--- config.mk ---
export PLATFORM = sky130hd
export DESIGN_NAME = uart_fifo
export DESIGN_NICKNAME = d
export VERILOG_FILES = /design/src/rtl/uart_fifo.sv
export SDC_FILE = /design/constraint.sdc
export NUM_CORES = 1
export LEC_CHECK = 0
export CAP_MARGIN = 0
export CORE_ASPECT_RATIO = 0.75
export CORE_MARGIN = 1
export CORE_UTILIZATION = 51
export CTS_CLUSTER_DIAMETER = 60
export DETAILED_ROUTE_END_ITERATION = 6
export GPL_TIMING_DRIVEN = 0
export PLACE_DENSITY = 0.74
export RECOVER_POWER = 100
export SYNTH_ARGS = -nofsm -noshare
export SYNTH_HDL_FRONTEND = slang
export SYNTH_SLANG_ARGS = --single-unit
--- constraint.sdc ---
create_clock -name clk -period 4.24 [get_ports clk]
set_input_delay 0.848 -clock clk [delete_from_list [all_inputs] [get_ports clk]]
set_output_delay 0.848 -clock clk [all_outputs]
set_load 0.02 [all_outputs]
--- src/rtl/uart_fifo.sv ---
// UART with TX/RX FIFOs and a small register file: 8N1-style framing with optional
// parity, runtime baud divisor, sticky error flags and a level interrupt.

module uart_fifo_buf #(
    parameter int W     = 8,
    parameter int DEPTH = 8
) (
    input  logic         clk,
    input  logic         rst,
    input  logic         push,
    input  logic [W-1:0] din,
    input  logic         pop,
    output logic [W-1:0] dout,
    output logic         full,
    output logic         empty
);
    localparam int AW = $clog2(DEPTH);

    logic [W-1:0] mem [DEPTH];
    logic [AW:0]  wptr, rptr;

    // Pointers carry one extra wrap bit so full and empty are distinguishable.
    always_ff @(posedge clk or posedge rst) begin
        if (rst) begin
            wptr <= '0;
            rptr <= '0;
        end else begin
            if (push) wptr <= wptr + (AW+1)'(1);
            if (pop)  rptr <= rptr + (AW+1)'(1);
        end
    end

    always_ff @(posedge clk) begin
        if (push) mem[wptr[AW-1:0]] <= din;
    end

    assign dout  = mem[rptr[AW-1:0]];
    assign empty = (wptr == rptr);
    assign full  = (wptr[AW] != rptr[AW]) && (wptr[AW-1:0] == rptr[AW-1:0]);
endmodule

module uart_fifo #(
    parameter int          DATA_BITS  = 8,
    parameter int          FIFO_DEPTH = 8,
    parameter int          PARITY     = 0,
    parameter logic [15:0] DIV_RESET  = 16'h007F
) (
    input  logic        clk,
    input  logic        rst,
    input  logic        we,
    input  logic        re,
    input  logic [2:0]  reg_num,
    input  logic [31:0] wd,
    output logic [31:0] rd,
    input  logic        rx,
    output logic        tx,
    output logic        irq
);
    localparam int DW = DATA_BITS;

    typedef enum logic [2:0] {S_IDLE, S_START, S_DATA, S_PAR, S_STOP} state_t;

    logic [15:0] div;
    logic [1:0]  ctrl;
    logic        ovr, ferr, perr, irq_q;

    logic          tx_push, tx_pop, tx_full, tx_empty;
    logic [DW-1:0] tx_head;
    logic          rx_push, rx_pop, rx_full, rx_empty;
    logic [DW-1:0] rx_head;

    logic wr_tx, wr_st, wr_div, wr_ctrl;
    assign wr_tx   = we && (reg_num == 3'd0);
    assign wr_st   = we && (reg_num == 3'd2);
    assign wr_div  = we && (reg_num == 3'd3);
    assign wr_ctrl = we && (reg_num == 3'd4);

    logic unused_wd;
    assign unused_wd = &{1'b0, wd[31:16]};

    // ---------------- TX path ----------------
    state_t        tx_state, tx_state_n;
    logic [15:0]   tx_cnt, tx_cnt_n, tx_div, tx_div_n;
    logic [3:0]    tx_bit, tx_bit_n;
    logic [DW-1:0] tx_shift, tx_shift_n;
    logic          tx_par, tx_par_n, tx_line, tx_line_n, tx_load;

    assign tx_push = wr_tx && (!tx_full || tx_pop);

    uart_fifo_buf #(.W(DW), .DEPTH(FIFO_DEPTH)) u_txf (
        .clk(clk), .rst(rst), .push(tx_push), .din(wd[DW-1:0]), .pop(tx_pop),
        .dout(tx_head), .full(tx_full), .empty(tx_empty)
    );

    always_ff @(posedge clk or posedge rst) begin
        if (rst) begin
            tx_state <= S_IDLE;
            tx_cnt   <= '0;
            tx_div   <= '0;
            tx_bit   <= '0;
            tx_shift <= '0;
            tx_par   <= 1'b0;
            tx_line  <= 1'b1;
        end else begin
            tx_state <= tx_state_n;
            tx_cnt   <= tx_cnt_n;
            tx_div   <= tx_div_n;
            tx_bit   <= tx_bit_n;
            tx_shift <= tx_shift_n;
            tx_par   <= tx_par_n;
            tx_line  <= tx_line_n;
        end
    end

    always_comb begin
        tx_state_n = tx_state;
        tx_cnt_n   = tx_cnt;
        tx_div_n   = tx_div;
        tx_bit_n   = tx_bit;
        tx_shift_n = tx_shift;
        tx_par_n   = tx_par;
        tx_load    = 1'b0;
        tx_pop     = 1'b0;
        case (tx_state)
            S_IDLE:  tx_load = !tx_empty;
            S_START: begin
                if (tx_cnt == 16'd0) begin
                    tx_state_n = S_DATA;
                    tx_cnt_n   = tx_div;
                    tx_bit_n   = '0;
                end else tx_cnt_n = tx_cnt - 16'd1;
            end
            S_DATA: begin
                if (tx_cnt == 16'd0) begin
                    tx_cnt_n   = tx_div;
                    tx_shift_n = tx_shift >> 1;
                    if (tx_bit == 4'(DW-1)) tx_state_n = (PARITY != 0) ? S_PAR : S_STOP;
                    else tx_bit_n = tx_bit + 4'd1;
                end else tx_cnt_n = tx_cnt - 16'd1;
            end
            S_PAR: begin
                if (tx_cnt == 16'd0) begin
                    tx_state_n = S_STOP;
                    tx_cnt_n   = tx_div;
                end else tx_cnt_n = tx_cnt - 16'd1;
            end
            S_STOP: begin
                if (tx_cnt == 16'd0) begin
                    if (!tx_empty) tx_load = 1'b1;
                    else tx_state_n = S_IDLE;
                end else tx_cnt_n = tx_cnt - 16'd1;
            end
            default: tx_state_n = S_IDLE;
        endcase
        // Divisor is captured per frame so a DIV write never stretches a bit mid-frame.
        if (tx_load) begin
            tx_pop     = 1'b1;
            tx_state_n = S_START;
            tx_shift_n = tx_head;
            tx_div_n   = div;
            tx_cnt_n   = div;
            tx_par_n   = (PARITY == 2) ? ~(^tx_head) : ^tx_head;
        end
        // The line is registered from the current state, so it lags the FSM by one cycle.
        case (tx_state)
            S_START: tx_line_n = 1'b0;
            S_DATA:  tx_line_n = tx_shift[0];
            S_PAR:   tx_line_n = tx_par;
            default: tx_line_n = 1'b1;
        endcase
    end

    assign tx = tx_line;

    // ---------------- RX path ----------------
    state_t        rx_state, rx_state_n;
    logic [15:0]   rx_cnt, rx_cnt_n, rx_div, rx_div_n, half, half_cnt;
    logic [16:0]   div_inc;
    logic [3:0]    rx_bit, rx_bit_n;
    logic [DW-1:0] rx_shift, rx_shift_n;
    logic          rx_perr, rx_perr_n, rx_done;
    logic          rx_meta, rx_sync, rx_prev;

    assign div_inc  = {1'b0, div} + 17'd1;
    assign half     = div_inc[16:1];
    assign half_cnt = (half == 16'd0) ? 16'd0 : half - 16'd1;

    always_ff @(posedge clk or posedge rst) begin
        if (rst) begin
            rx_meta  <= 1'b1;
            rx_sync  <= 1'b1;
            rx_prev  <= 1'b1;
            rx_state <= S_IDLE;
            rx_cnt   <= '0;
            rx_div   <= '0;
            rx_bit   <= '0;
            rx_shift <= '0;
            rx_perr  <= 1'b0;
        end else begin
            rx_meta  <= rx;
            rx_sync  <= rx_meta;
            rx_prev  <= rx_sync;
            rx_state <= rx_state_n;
            rx_cnt   <= rx_cnt_n;
            rx_div   <= rx_div_n;
            rx_bit   <= rx_bit_n;
            rx_shift <= rx_shift_n;
            rx_perr  <= rx_perr_n;
        end
    end

    always_comb begin
        rx_state_n = rx_state;
        rx_cnt_n   = rx_cnt;
        rx_div_n   = rx_div;
        rx_bit_n   = rx_bit;
        rx_shift_n = rx_shift;
        rx_perr_n  = rx_perr;
        rx_done    = 1'b0;
        case (rx_state)
            S_IDLE: begin
                if (rx_prev && !rx_sync) begin
                    rx_state_n = S_START;
                    rx_div_n   = div;
                    rx_cnt_n   = half_cnt;
                end
            end
            S_START: begin
                // Mid-bit re-check of the start bit rejects short glitches.
                if (rx_cnt == 16'd0) begin
                    if (rx_sync) rx_state_n = S_IDLE;
                    else begin
                        rx_state_n = S_DATA;
                        rx_cnt_n   = rx_div;
                        rx_bit_n   = '0;
                        rx_perr_n  = 1'b0;
                    end
                end else rx_cnt_n = rx_cnt - 16'd1;
            end
            S_DATA: begin
                if (rx_cnt == 16'd0) begin
                    rx_cnt_n   = rx_div;
                    rx_shift_n = {rx_sync, rx_shift[DW-1:1]};
                    if (rx_bit == 4'(DW-1)) rx_state_n = (PARITY != 0) ? S_PAR : S_STOP;
                    else rx_bit_n = rx_bit + 4'd1;
                end else rx_cnt_n = rx_cnt - 16'd1;
            end
            S_PAR: begin
                if (rx_cnt == 16'd0) begin
                    rx_state_n = S_STOP;
                    rx_cnt_n   = rx_div;
                    rx_perr_n  = rx_sync != ((PARITY == 2) ? ~(^rx_shift) : ^rx_shift);
                end else rx_cnt_n = rx_cnt - 16'd1;
            end
            S_STOP: begin
                if (rx_cnt == 16'd0) begin
                    rx_done    = 1'b1;
                    rx_state_n = S_IDLE;
                end else rx_cnt_n = rx_cnt - 16'd1;
            end
            default: rx_state_n = S_IDLE;
        endcase
    end

    assign rx_pop  = re && (reg_num == 3'd1) && !rx_empty;
    assign rx_push = rx_done && (!rx_full || rx_pop);

    uart_fifo_buf #(.W(DW), .DEPTH(FIFO_DEPTH)) u_rxf (
        .clk(clk), .rst(rst), .push(rx_push), .din(rx_shift), .pop(rx_pop),
        .dout(rx_head), .full(rx_full), .empty(rx_empty)
    );

    // ---------------- registers ----------------
    logic [2:0] clr;
    assign clr = wr_st ? wd[7:5] : 3'b000;

    always_ff @(posedge clk or posedge rst) begin
        if (rst) begin
            div   <= DIV_RESET;
            ctrl  <= '0;
            ovr   <= 1'b0;
            ferr  <= 1'b0;
            perr  <= 1'b0;
            irq_q <= 1'b0;
        end else begin
            if (wr_div)  div  <= wd[15:0];
            if (wr_ctrl) ctrl <= wd[1:0];
            ovr   <= (ovr  & ~clr[0]) | (rx_done & rx_full & !rx_pop);
            ferr  <= (ferr & ~clr[1]) | (rx_done & !rx_sync);
            perr  <= (perr & ~clr[2]) | (rx_done & rx_perr);
            irq_q <= (ctrl[1] & !rx_empty) | (ctrl[0] & tx_empty);
        end
    end

    assign irq = irq_q;

    always_comb begin
        rd = '0;
        case (reg_num)
            3'd1:    rd = rx_empty ? 32'd0 : 32'(rx_head);
            3'd2:    rd = {24'd0, perr, ferr, ovr, (tx_state != S_IDLE),
                           rx_full, rx_empty, tx_empty, tx_full};
            3'd3:    rd = {16'd0, div};
            3'd4:    rd = {30'd0, ctrl};
            default: rd = '0;
        endcase
    end
endmodule

* Word level (Yosys, flattened, before mapping)
Memory sizes are Yosys's and may differ from the RTL's. Cells that the tools add are included.
Storage, ports and cells: bits in registers 138, bits in writable memories 128, input port bits 40, output and inout bits 34, logic and storage cells 200, memories kept 2
Memory list:
- u_rxf.mem | depth 8, bits a word 8, read ports 1, clocked after memory_dff 0, wr ports 1, line 19 | logic [W-1:0] mem [DEPTH];
- u_txf.mem | depth 8, bits a word 8, read ports 1, clocked after memory_dff 0, wr ports 1, line 19
Cells by class: add/sub/neg operators 10, eq/ne operators 42, multiplexer cells 57, bitwise gates (word level) 16, reduce and logical (&&, ||, !) cells 47
Operator list (count):
- $mux 16 | 9
- $pmux 16 s4 | 2
- $logic_not 16->1 | 3
- $sub 16x1->16 const B | 3
- $mux 3 | 14
- $mux 8 | 4
- $pmux 16 s2 | 1
- $pmux 3 s5 | 2
- $mux 4 | 7
- $ne 2x2->1 const B | 13
- $add 4x1->4 const B | 6
- $ne 3x3->1 const B | 8
- $eq 3x2->1 const B | 6
- $add 16x1->17 const B | 1
- $pmux 4 s2 | 2
- $reduce_xor 8->1 | 2
- $mux 1 | 12
- $reduce_and 4->1 | 3
- $logic_and 1x1->1 | 11
- $reduce_bool 2->1 | 5
- $and 1x1->1 | 9
- $eq 3x1->1 const B | 3
- $eq 3x3->1 const B | 3
- $logic_not 3->1 | 3
- other kinds (19) | 40

* Logic depth before layout (Yosys ltp)
depth in word-level cells 9, mapped depth 13, mapped depth without buffers 10

* Cells and area by module
From an unflattened synthesis, not the netlist that was laid out.
Unflattened totals: cells, all modules 1091, area, all modules 13093.8 µm²
By module, submodules not included:
- uart_fifo | times used 1, cells an instance 817, area each 7255.7 µm², sequential area each 3066.7 µm²
- uart_fifo_buf | times used 2, cells an instance 137, area each 2919.0 µm², sequential area each 2122.0 µm²

* Worst setup path after synthesis
Ideal clock, no wire load.
path type reg2reg, start point register tx_cnt[0], end point memory u_txf.mem[4][0], enable pin, arrival 2.996 ns, data required time 3.855 ns, slack 0.859 ns, cell stages (with the launch flop) 11, path buffers 1, clock period less this slack 3.381 ns, cells stage by stage dfrtp_1 -> inv_1 -> ha_1 -> or4b_1 -> nor2_1 -> and2_1 -> buf_2 -> o21ai_2 -> a2111oi_4 -> nand2b_1 -> nor3b_1
Between the ends: cells in the longest elaborated chain, start to end 8
RTL lines:
- from (decl) | line 83 | logic [15:0] tx_cnt, tx_cnt_n, tx_div, tx_div_n;
- from (signal assigned) | line 106 | tx_cnt <= tx_cnt_n;
- $logic_not 16->1 | line 148 | if (tx_cnt == 16'd0) begin
- $mux 1 | line 148
- $pmux 1 s2 | line 124 | case (tx_state)
- $mux 1 | line 156 | if (tx_load) begin
- $logic_or 1x1->1 | line 88 | assign tx_push = wr_tx && (!tx_full || tx_pop);
- $logic_and 1x1->1 | line 88
- $mux 1 | line 34 | if (push) mem[wptr[AW-1:0]] <= din;
- $mux 1 (not written as such) | line 34
- to (decl) | line 19
Every way passes these cells.

* Final worst setup path
start point input port reg_num[2], end point output port rd[1]
Between the ends: cells in the longest elaborated chain, start to end 2, elaborated cells on any way between the ends 5, classes of those cells eq/ne (4); mux (1)
RTL lines:
- from (decl) | line 52 | input logic [2:0] reg_num,
- $eq 3x3->1, or another cell as far along | line 299 | case (reg_num)
- $pmux 16 s4 (*) | line 299
- to (decl) | line 54 | output logic [31:0] rd,
Mark *: on every way between the ends. The rest lies on a longest branch, timed or not.

==> summary.txt <==
Outcome
  – Status: finished, violations left
  – Failing checks: capacitance limit, slew limit

Worst setup path
  – Worst path slowest cell: dlygate4sd3_1
  – Worst r2r src: tx_cnt[0]
  – Slowest stage delay, CP: 0.75 ns
  – Crit Path Max Fanout: 8
  – Top cell by count, worst path: dlygate4sd3_1
  – Worst path cell trace: dlygate4sd3_1, or3b_2, a41o_1, o221ai_1, dlygate4sd3_1
  – CP Capture Type: output pin
  – Crit path DAT: between 3 and 4 ns
  – Critical Path RT: 3.39 ns
  – CP Class: input port to output pin
  – Setup crit start: reg_num[2]
  – CP Launch Type: input port

Floorplanning
  – Die area: around 26000 um^2
  – Die Y: ~140 um
  – Starting density of the core: between 50% and 60%
  – IO Count: between 70 and 80
  – Die Width: 185.9 um
  – Row cnt: 50
  – Core footprint: 24900 um^2

Timing
  – FMAX: 241.4 MHz
  – Max-slew headroom: -24.76%
  – Final clock skew: 0.01925 ns
  – Final Max Slew Viols: between 80 and 90
  – Worst slew pin tran: 1.871 ns
  – Final worst setup slack: 0.09730 ns
  – Worst hold margin: approximately 0.36 ns
  – Final hold vios: 0
  – Min Tclk post-route: approximately 4.1 ns
  – Setup violations, final: 0
  – RSZ-0062 raised after global routing: false
  – Tcrit/Tclk final: between 90% and 100%
  – Setup TNS: 0 ns

Synth
  – Main combinational cell family by area after synthesis: simple AND/OR/NAND/NOR gates
  – Top FF cell, synth: edfxtp_1
  – Post-synthesis mux area share: a little under an eighth
  – Synth Register Bits: 266
  – Syn. warnings: 0
  – Yosys cell types: 70
  – Mean Syn Cell Area: 11.90 um^2
  – Synthesized cell area: around 13000 um^2
  – Commonest cells in the netlist: edfxtp_1, dfrtp_1, nand2_1
  – Synth Area in Adders: roughly 1.1%
  – Post-synth top area share: 29.71%
  – Post-synthesis simple-gate area fraction: between 10% and 20%
  – Sequential fraction of the synthesis area: roughly 57%
  – Top cells by area, synth: edfxtp_1, dfrtp_1, mux4_2
  – Most frequent cell after synthesis: edfxtp_1
  – Yosys top cell by area: edfxtp_1
  – EDFF count, synth: approximately 130
  – XOR/XNOR Fraction of Synth Area: a little under 5%
  – Share of flip-flops with an asynchronous set or reset: approximately half
  – Mapped Cells: around 1100
  – Complex-gate fraction of the synthesized area: 9.208%

GRT
  – First-pass GRT wire length: between 40000 and 50000 um
  – Vias in the first global route: around 8700
  – Pin count of the biggest net entering global routing: between 40 and 50
  – Total GRT Usage: approximately a quarter
  – Overflow after GRT: 0
  – Initial antenna violation count: 1

Route
  – Final WL: a little under 30000 um
  – DR pass1 iterations: 5
  – Post-route ant nets: 0
  – Vias per cell: ~5.8
  – DR WL/cell: just under 20 um
  – DRC: 0
  – Total number of vias: between 8000 and 9000
  – Initial DRC count: ~730

Clocking
  – CTS tree: done
  – Total CTS buffers: 26
  – Hold buffer count at cts: 0
  – # H-tree levels: 1
  – Clock Root Buffer: clkbuf_16
  – Clock slew at reported path FFs: approximately 0.06 ns
  – Worst skew pair latency: between 0.5 and 0.6 ns
  – CTS sink count: 266
  – CTS Buffer Depth: 3

Hold path
  – Worst min path class: flip-flop to flip-flop
  – Hold path startpoint: rx_meta

Power and ir drop
  – Peak VDD IR: approximately 0.44 mV
  – Power per cell area: 609.0 nW/um^2
  – Total power: 9.065 mW
  – Leakage: 5.758 nW

Placement
  – Pre-CTS setup slack: -0.6666 ns
  – Post-DP HPWL: 20220 um
  – I/O Buffers: 41
  – Placer Congestion: 0.8909

Final layout
  – Filler cells: 2003
  – Share of layout cells above drive strength 1: approximately 15%
  – Layout Area Growth over Synthesis: 15.07%
  – Nets@finish: between 1000 and 1500

Run
  – Max-Cap Viols: 2
-- metal layers --
metal | GRT usage [%] | part of all wire (%) | vias up
met5 | 0 | 0 | -
met4 | 4.832 | 1.7 | 0
met3 | 4.420 | 7.3 | 40
met2 | 35.07 | 44 | 324
met1 | 36.09 | 47 | 4415
li1 | - | - | 4145
-- layout make-up --
type,instances,area (um^2),share of cell area [%]
sequential,266,7311,49.11
multi-input combinational,736,5270,35.40
clock buffer,34,704.4,4.732
timing repair buffer,44,457.9,3.076
tap,338,422.9,2.841
buffer,79,375.4,2.522
clock inverter,14,261.5,1.757
inverter,21,80.08,0.5380
antenna,1,2.502,0.01681
-- cell usage in the layout (no fill, tap or decap), drive strengths merged, types with 7 or more instances in the layout --
master,instances
and3,14
conb,16
nor3,38
ha,11
mux2,49
nand3,24
clkdlybuf4s50,16
o221ai,9
nor2,86
a31oi,7
inv,20
nor3b,7
xor2,17
nand2b,11
dlygate4sd3,24
dfstp,11
a221o,8
dfrtp,127
mux2i,36
bufinv,7
nand2,114
edfxtp,128
a211oi,9
o21ai,49
o22ai,10
buf,29
a21oi,34
mux4,28
nand4,10
clkbuf,84
xnor2,55
-- report_power, final --
part           leakage, nW  internal [mW]  switching [mW]
sequential            2.93           3.17           0.369
clock                0.463           1.60           0.995
combinational         2.36           1.28            1.65
total                 5.76           6.05            3.02
-- repair_timing --
| action | in CTS | in global routing |
|---|---|---|
| hold endpoints to repair | 0 | 0 |
| setup buffers | 0 | 0 |
| gates resized for setup | 7 | 5 |
| setup endpoints to repair | 38 | 12 |
-- kinds of logic (layout without fill, tap and decap cells) --
family / after synthesis / count (layout)
compound gates: 176 / 176
xor+xnor: 72 / 72
fa+ha+maj: 11 / 11
buf+inv: 100 / 192
flops: 266 / 266
mux: 113 / 113
other cells: 1 / 17
simple gates: 348 / 348
-- flip-flops by register name (all words and copies together) (netlist names), 2 cells and up --
signal and flops:
ctrl 2, div 16, rx_bit 4, rx_cnt 16, rx_div 16, rx_shift 8
rx_state 3, tx_bit 4, tx_cnt 16, tx_div 16, tx_shift 8, tx_state 3
u_rxf.mem 64, u_rxf.rptr 4, u_rxf.wptr 4, u_txf.mem 64, u_txf.rptr 4, u_txf.wptr 4
-- worst max-delay path, delay by kind of cell --
family,cells,cell delay [ns]
AND/OR/NAND/NOR,1,0.47
AO/OA/AOI/OAI,2,0.58
buffers and inverters,2,1.39
-- worst paths after layout --
check	end	slack (ns)	cells after the start
max	rd[1]	0.1	5
min	rx_sync	0.36	0
max reg2reg	u_txf.mem[4][5]	0.32	10
min reg2reg	rx_sync	0.36	0
max in group asynchronous	rx_div[10]	0.78	3
min in group asynchronous	u_txf.rptr[2]	1.03	2
-- per-stage QoR --
step	area [um^2]	instances	util, %
4_1_cts	14900	1532	59.84
3_3_place_gp	13830	1481	55.54
2_1_floorplan	13000	1102	-
6_report	14890	1533	59.78
5_1_grt	14890	1533	59.78
3_5_place_dp	13900	1484	55.84
Power figures use the tool's default switching activity.
